==> src/rtl/weight_bram_stream_reader.sv <==
// Purpose: sweeps a preloaded single-port weight BRAM from address 0 to DEPTH-1 and streams each word out over valid/ready.
// Latency: the first w_valid comes 2 cycles after the edge that accepts start; after that, one word per cycle while w_ready=1.
// Backpressure: a 2-entry skid buffer with read credits, so mem_en stays low when the buffer plus the in-flight read would exceed 2.
//
// Ports:
//   clk, rst_n            clock (posedge) and async active-low reset
//   start / busy / done   sweep control: start is sampled in IDLE; done is a one-cycle pulse at the end
//   mem_addr/en/we/di/do  BRAM read port; the BRAM presents mem_do on the negedge after a read issues
//   w_data/index/last     streamed weight, its source address, and an end-of-sweep flag
//   w_valid / w_ready     stream handshake
module weight_bram_stream_reader #(
    parameter int DEPTH  = 28,
    parameter int ADDR_W = 5,
    parameter int DATA_W = 16
) (
    input  logic              clk,
    input  logic              rst_n,
    input  logic              start,
    output logic              busy,
    output logic              done,
    output logic [ADDR_W-1:0] mem_addr,
    output logic              mem_en,
    output logic              mem_we,
    output logic [DATA_W-1:0] mem_di,
    input  logic [DATA_W-1:0] mem_do,
    output logic [DATA_W-1:0] w_data,
    output logic [ADDR_W-1:0] w_index,
    output logic              w_last,
    output logic              w_valid,
    input  logic              w_ready
);

    if (DEPTH > (1 << ADDR_W)) begin : g_depth_check
        $error("weight_bram_stream_reader: DEPTH does not fit in ADDR_W address bits");
    end

    localparam logic [1:0] S_IDLE  = 2'd0;
    localparam logic [1:0] S_FETCH = 2'd1;
    localparam logic [1:0] S_DRAIN = 2'd2;
    localparam logic [1:0] S_DONE  = 2'd3;

    localparam logic [ADDR_W-1:0] LAST_IDX = ADDR_W'(DEPTH - 1);

    logic [1:0]        state;
    logic [ADDR_W-1:0] ptr;
    logic [1:0]        occ;
    logic [DATA_W-1:0] dat0, dat1;
    logic [ADDR_W-1:0] idx0, idx1;
    logic              pop;
    logic              push;
    logic              issue;
    logic [2:0]        credit_use;

    // The memory is read-only from this block.
    assign mem_we = 1'b0;
    assign mem_di = '0;

    assign w_valid = (occ != 2'd0);
    assign w_data  = dat0;
    assign w_index = idx0;
    assign w_last  = w_valid && (idx0 == LAST_IDX);

    assign pop  = w_valid && w_ready;
    // A read registered at the previous edge has data on mem_do now.
    assign push = mem_en;

    // The number of slots still spoken for after this edge: stored words, plus the word landing now, minus the word leaving.
    assign credit_use = {1'b0, occ} + {2'b00, mem_en} - {2'b00, pop};
    assign issue      = (state == S_FETCH) && (credit_use < 3'd2);

    // Sweep control and read issue.
    always_ff @(posedge clk or negedge rst_n) begin
        if (!rst_n) begin
            state    <= S_IDLE;
            ptr      <= '0;
            mem_addr <= '0;
            mem_en   <= 1'b0;
            busy     <= 1'b0;
            done     <= 1'b0;
        end else begin
            mem_en <= 1'b0;
            done   <= 1'b0;
            case (state)
                S_IDLE: begin
                    if (start) begin
                        state <= S_FETCH;
                        busy  <= 1'b1;
                        ptr   <= '0;
                    end
                end
                S_FETCH: begin
                    if (issue) begin
                        mem_en   <= 1'b1;
                        mem_addr <= ptr;
                        ptr      <= ptr + 1'b1;
                        if (ptr == LAST_IDX) begin
                            state <= S_DRAIN;
                        end
                    end
                end
                S_DRAIN: begin
                    if (pop && w_last) begin
                        state <= S_DONE;
                        busy  <= 1'b0;
                        done  <= 1'b1;
                    end
                end
                default: begin
                    state <= S_IDLE;
                end
            endcase
        end
    end

    // Two-slot skid buffer. Slot 0 is always the head. Credits guarantee that no push arrives while both slots are full.
    always_ff @(posedge clk or negedge rst_n) begin
        if (!rst_n) begin
            occ  <= 2'd0;
            dat0 <= '0;
            dat1 <= '0;
            idx0 <= '0;
            idx1 <= '0;
        end else begin
            case ({push, pop})
                2'b10: begin
                    if (occ == 2'd0) begin
                        dat0 <= mem_do;
                        idx0 <= mem_addr;
                    end else begin
                        dat1 <= mem_do;
                        idx1 <= mem_addr;
                    end
                    occ <= occ + 2'd1;
                end
                2'b01: begin
                    dat0 <= dat1;
                    idx0 <= idx1;
                    occ  <= occ - 2'd1;
                end
                2'b11: begin
                    if (occ == 2'd1) begin
                        dat0 <= mem_do;
                        idx0 <= mem_addr;
                    end else begin
                        dat0 <= dat1;
                        idx0 <= idx1;
                        dat1 <= mem_do;
                        idx1 <= mem_addr;
                    end
                end
                default: begin
                end
            endcase
        end
    end

endmodule
==> config.mk <==
export PLATFORM = sky130hd
export DESIGN_NAME = weight_bram_stream_reader
export DESIGN_NICKNAME = d
export VERILOG_FILES = /design/src/rtl/weight_bram_stream_reader.sv
export SDC_FILE = /design/constraint.sdc
export NUM_CORES = 1
export LEC_CHECK = 0
export CAP_MARGIN = 20
export CORE_UTILIZATION = 50
export CTS_CLUSTER_DIAMETER = 40
export DETAILED_ROUTE_END_ITERATION = 8
export GPL_TIMING_DRIVEN = 0
export PLACE_DENSITY = 0.89
export SYNTH_ARGS = -nofsm -noshare
export SYNTH_HDL_FRONTEND = slang
export SYNTH_SLANG_ARGS = --single-unit
==> constraint.sdc <==
create_clock -name clk -period 3.3 [get_ports clk]
set_input_delay 0.33 -clock clk [delete_from_list [all_inputs] [get_ports clk]]
set_output_delay 0.33 -clock clk [all_outputs]
set_load 0.05 [all_outputs]
=== Word-level counts from Yosys, hierarchy flattened ===
Cells that the tools add are included.

* Register bits after elaboration: 59
* Output and inout bits: 48

* Add/sub/neg operators: 5
* Order comparisons: 1
* Eq/ne operators: 15
* Muxes and demuxes: 28
* Reduce and logical (&&, ||, !) cells: 18

{| class="wikitable"
|+ Operator list
! operator !! count
|-
| $mux W16 || 4
|-
| $pmux W16 S3 || 1
|-
| $pmux W16 S2 || 1
|-
| $mux W5 || 6
|-
| $pmux W5 S2 || 2
|-
| $pmux W5 S3 || 1
|-
| $ne A2 B2 Y1 const B || 6
|-
| $eq A5 B5 Y1 const B || 2
|-
| $reduce_bool A2 Y1 || 5
|-
| $reduce_and A3 Y1 || 3
|-
| $mux W2 || 4
|-
| $eq A2 B1 Y1 const B || 3
|-
| $eq A2 B2 Y1 const B || 3
|-
| $mux W1 || 6
|-
| $pmux W2 S3 || 1
|-
| $add A5 B1 Y5 const B || 1
|-
| $logic_and A1 B1 Y1 || 4
|-
| $logic_not A2 Y1 || 2
|-
| $pmux W2 S2 || 1
|-
| $reduce_and A2 Y1 || 2
|-
| $reduce_and A4 Y1 || 1
|-
| $add A2 B1 Y3 || 1
|-
| $lt A3 B2 Y1 const B || 1
|-
| $reduce_bool A3 Y1 || 1
|-
| 5 further kinds || 5
|}

=== Logic depth before layout (Yosys ltp) ===
* Word-level depth: 7
* Depth in mapped cells: 11
* Gate-level depth less buffers: 11

=== Least setup slack after synthesis ===
No wires, ideal clock.

* Path type: reg-to-reg
* From: register occ[1]
* To: register state[1]
* Setup time: 0.125 ns
* Arrival: 2.554 ns
* Data required time: 3.175 ns
* Slack: 0.621 ns
* Cell stages (with the launch flop): 11
* Period minus slack after synthesis: 2.679 ns
* Cell sequence: dfrtp_1 > inv_1 > ha_1 > nand2b_4 > nor2_1 > o21ai_0 > fa_1 > xnor2_1 > nand3_1 > a221o_1 > mux2_4

* Cells in the longest elaborated chain, start to end: 7

{| class="wikitable"
|+ RTL lines
! item !! line !! source
|-
| from (decl) || 46 || <nowiki>logic [1:0] occ;</nowiki>
|-
| from (signal assigned) || 133 || <nowiki>occ <= occ + 2'd1;</nowiki>
|-
| from (signal assigned) || 138 || <nowiki>occ <= occ - 2'd1;</nowiki>
|-
| branches (longest 6 deep; another with $add A2 B1 Y3) || n/a ||
|-
| $reduce_and A4 Y1 (no line) (*) || n/a ||
|-
| to (signal assigned) || 74 || <nowiki>state <= S_IDLE;</nowiki>
|-
| to (signal assigned) || 86 || <nowiki>state <= S_FETCH;</nowiki>
|-
| to (signal assigned) || 97 || <nowiki>state <= S_DRAIN;</nowiki>
|-
| to (decl) || 44 || <nowiki>logic [1:0] state;</nowiki>
|}

Mark *: on every way between the ends.
A chain may end at the register's enable or synchronous reset.

=== Final worst setup path ===
* From: register occ[1]
* To: register mem_addr[3]

* Cells in the longest elaborated chain, start to end: 6

{| class="wikitable"
|+ RTL lines
! item !! line !! source
|-
| branches (longest 2 deep; another with $add A2 B1 Y3) || n/a ||
|-
| $sub A3 B1 Y3 (*) || 68 || <nowiki>assign credit_use = {1'b0, occ} + {2'b00, mem_en} - {2'b00, pop};</nowiki>
|-
| $lt A3 B2 Y1 (*) || 69 || <nowiki>assign issue = (state == S_FETCH) && (credit_use < 3'd2);</nowiki>
|-
| $logic_and A1 B1 Y1 (*) || 69 ||
|-
| $reduce_and A2 Y1 (no line) (*) || n/a ||
|-
| to (signal assigned) || 94 || <nowiki>mem_addr <= ptr;</nowiki>
|-
| to (decl) || 21 || <nowiki>output logic [ADDR_W-1:0] mem_addr,</nowiki>
|}

Marks and branches as above.

==> reports/results.ini <==
[synth]
fraction_of_synthesis_flops_using_an_asynchronous_set_or_reset_pin_pct=100
synth-edff-count=0
yosys.area.top_type=sky130_fd_sc_hd__dfrtp_1
yosysWarningCount=0
synth.top_cells.by_area=sky130_fd_sc_hd__dfrtp_1, sky130_fd_sc_hd__mux2_2, sky130_fd_sc_hd__a221o_1, sky130_fd_sc_hd__and2_1, sky130_fd_sc_hd__buf_4
post_synth_most_frequent_cells=sky130_fd_sc_hd__dfrtp_1, sky130_fd_sc_hd__mux2_2, sky130_fd_sc_hd__a221o_1, sky130_fd_sc_hd__and2_1, sky130_fd_sc_hd__buf_4
yosysMostFrequentCell=sky130_fd_sc_hd__dfrtp_1
synthesis.instances=237
synth_sequential_area_ratio_pct=51.6
synthFlopType=sky130_fd_sc_hd__dfrtp_1
ys_types=36
synthesis.area_per_instance_um2=12.1
netlist_area_before_placement_mm2=0.00286
synth_largest_type_area_fraction_pct=51.6
ys_ff_latch=59

[sta]
report.final.slew_viol_count=0
relSlewSlack_pct=54.5
report.final.hold_viol_count=0
finalSetupViolCount=0
setup_tns_ps=0
skew_ps=5.83
clock.fmax_mhz=341
grt_setup_unrepaired=no
tightestPinTransition_ps=682
timing.final.crit_share_pct=89.0
period_needed_ps=2940

[critical_path]
timing_worst_setup_path_type=reg2reg
startpoint_type=flop
crit_path_end_kind=flop
crit_fanout=6
worst-endpoint-arrival_ps=3150
cp.required_ps=3520

[clock_network]
clk-insertion-delay-late_ps=340
htree_num_levels=3
cts.hold.buffers_added=0
numClockSinks=59
quantity_of_gates_resized_following_cts=0
tritoncts.num_buffers=9
root_buffer_cell=sky130_fd_sc_hd__clkbuf_8
cts-root-to-sink-buffers=2
post_cts_buffers=0
cts_tree=done
cts.clk_slew.worst_paths_ps=60

[detailed_routing]
num_vias=2071
detailedRoute.firstIterationViolations=129
met3RoutedLength_um=281
vias_per_cell=5.28
detail_route.wl_per_cell_um=14.9
drc=0
detail_route.wirelength_um=5850
wl_met2_um=2950
dr.pass1.iters=4
met1_length_um=2500
postRouteAntennaNets=0
highest-signal-layer=met4

[place]
placement.io_buffers=50
detailed_place.area_mm2=0.00353
routabilityCongestion=0.811
post-dp-hpwl_um=4090

[global_route]
overflow=0
grt_pass1_wl_um=9530
grt_start_max_net_pins=32
grt_antenna_before_repair=0
first_global_vias=2051
grt.total_usage_pct=21.0

[floorplan]
start_util_pct=51.9
die_w_um=77.6
chipHeight_um=77.6
rows=27
boundaryPins=68
design.core.area_mm2=0.00551
die_area_mm2=0.00603

[hold_path]
worstHoldPathType=in2async

[cells_and_area]
areaGrowthSynthToFinish_pct=29.6
n_fill_cell=404
diodes=0
final_cell_area_mm2=0.00371
drive_above_1_share_pct=21.3
final_nets=345

[run]
maxCapViolations=0

[run_status]
status=finished clean

[power]
static-leakage-power_nw=1.70
worst_ir_drop_vdd_v=0.000474
cellPowerDensity_mw_per_mm2=1090

==> worst paths after layout <==
kind	start	to	slack, ps	cells after the start
worst max register to register	occ[1]$_DFFE_PN0P_	mem_addr[3]$_DFFE_PN0P_	360	10
worst max-delay path	occ[1]$_DFFE_PN0P_	mem_addr[3]$_DFFE_PN0P_	360	10
max in group asynchronous	rst_n	dat1[1]$_DFFE_PN0P_	2680	2
worst min-delay path	rst_n	w_data[0]$_DFFE_PN0P_	30	1
worst min register to register	dat1[3]$_DFFE_PN0P_	w_data[3]$_DFFE_PN0P_	500	1
min in group clk	dat1[3]$_DFFE_PN0P_	w_data[3]$_DFFE_PN0P_	500	1
==> critical path, stage by stage (launching register included) <==
cell and delay (ps):
sky130_fd_sc_hd__dfrtp_1 430, sky130_fd_sc_hd__inv_1 100, sky130_fd_sc_hd__ha_1 250, sky130_fd_sc_hd__nand2b_4 190, sky130_fd_sc_hd__nor2_1 170, sky130_fd_sc_hd__o21ai_0 150
sky130_fd_sc_hd__fa_1 400, sky130_fd_sc_hd__xnor2_1 320, sky130_fd_sc_hd__and2_1 270, sky130_fd_sc_hd__nand2_1 220, sky130_fd_sc_hd__mux2_2 330
==> cell usage in the layout, fill, tap and decap left out, types with 5 or more instances in the layout <==
cell,n
sky130_fd_sc_hd__clkbuf_8,11
sky130_fd_sc_hd__a21oi_1,5
sky130_fd_sc_hd__and2_1,22
sky130_fd_sc_hd__inv_1,11
sky130_fd_sc_hd__o21ai_0,8
sky130_fd_sc_hd__clkdlybuf4s50_1,49
sky130_fd_sc_hd__ha_1,9
sky130_fd_sc_hd__buf_4,17
sky130_fd_sc_hd__dfrtp_1,59
sky130_fd_sc_hd__conb_1,17
sky130_fd_sc_hd__nor2_1,6
sky130_fd_sc_hd__a221o_1,22
sky130_fd_sc_hd__mux2_2,26
sky130_fd_sc_hd__mux2i_1,5
sky130_fd_sc_hd__nand2_1,10
sky130_fd_sc_hd__clkbuf_1,5
==> state kept, by name, indices dropped and copies added, names as in the netlist, 2 cells and up <==
register	cells
w_index	5
dat1	16
mem_addr	5
occ	2
state	2
idx1	5
ptr	5
w_data	16
==> through the flow <==
step / utilization, % / std cells / setup WS (ps) / hold WS (ps) / power, mW
2_1_floorplan: - / 253 / 621 / 34.4 / 2.83
3_3_place_gp: 63.8 / 375 / 92.3 / 479 / 3.37
3_5_place_dp: 64.0 / 376 / 392 / 404 / 3.44
4_1_cts: 67.3 / 392 / 364 / 44.8 / 4.06
5_1_grt: 67.3 / 392 / 173 / 94.8 / 4.26
6_report: 67.3 / 392 / 364 / 34.2 / 4.04
==> power by group <==
| part | internal [mW] | leakage (nW) | switching [mW] |
|---|---|---|---|
| Sequential | 1.06 | 0.735 | 0.228 |
| Combinational | 0.917 | 0.872 | 1.25 |
| Clock | 0.310 | 0.0884 | 0.276 |
==> layout make-up <==
type	count	area, µm²	share of cell area, %
Buffer	25	175	4.73
Clock buffer	12	155	4.19
Clock inverter	4	25.0	0.675
Inverter	12	45.0	1.22
Multi-Input combinational cell	157	1220	33.0
Sequential cell	59	1480	39.8
Tap cell	72	90.1	2.43
Timing Repair Buffer	51	515	13.9
==> cell families (layout without fill, tap and decap cells) <==
kind of cell	Yosys count	in the layout	share of synthesized area [%]
XOR/XNOR	3	3	0.919
flip-flops	59	59	51.6
multiplexers	32	32	12.5
other	1	17	0.131
buffers and inverters	37	104	7.70
AO/OA/AOI/OAI	42	42	11.9
AND/OR/NAND/NOR	53	53	10.6
adder cells (fa/ha/maj)	10	10	4.64
==> per-layer routing <==
| layer | vias to the layer above | global-route usage (%) |
|---|---|---|
| met4 | 0 | 11.5 |
| met5 | - | 0 |
| met3 | 11 | 3.65 |
| met1 | 1023 | 24.7 |
| li1 | 977 | - |
| met2 | 60 | 36.4 |
No activity file was read; power rests on OpenSTA's default activity.
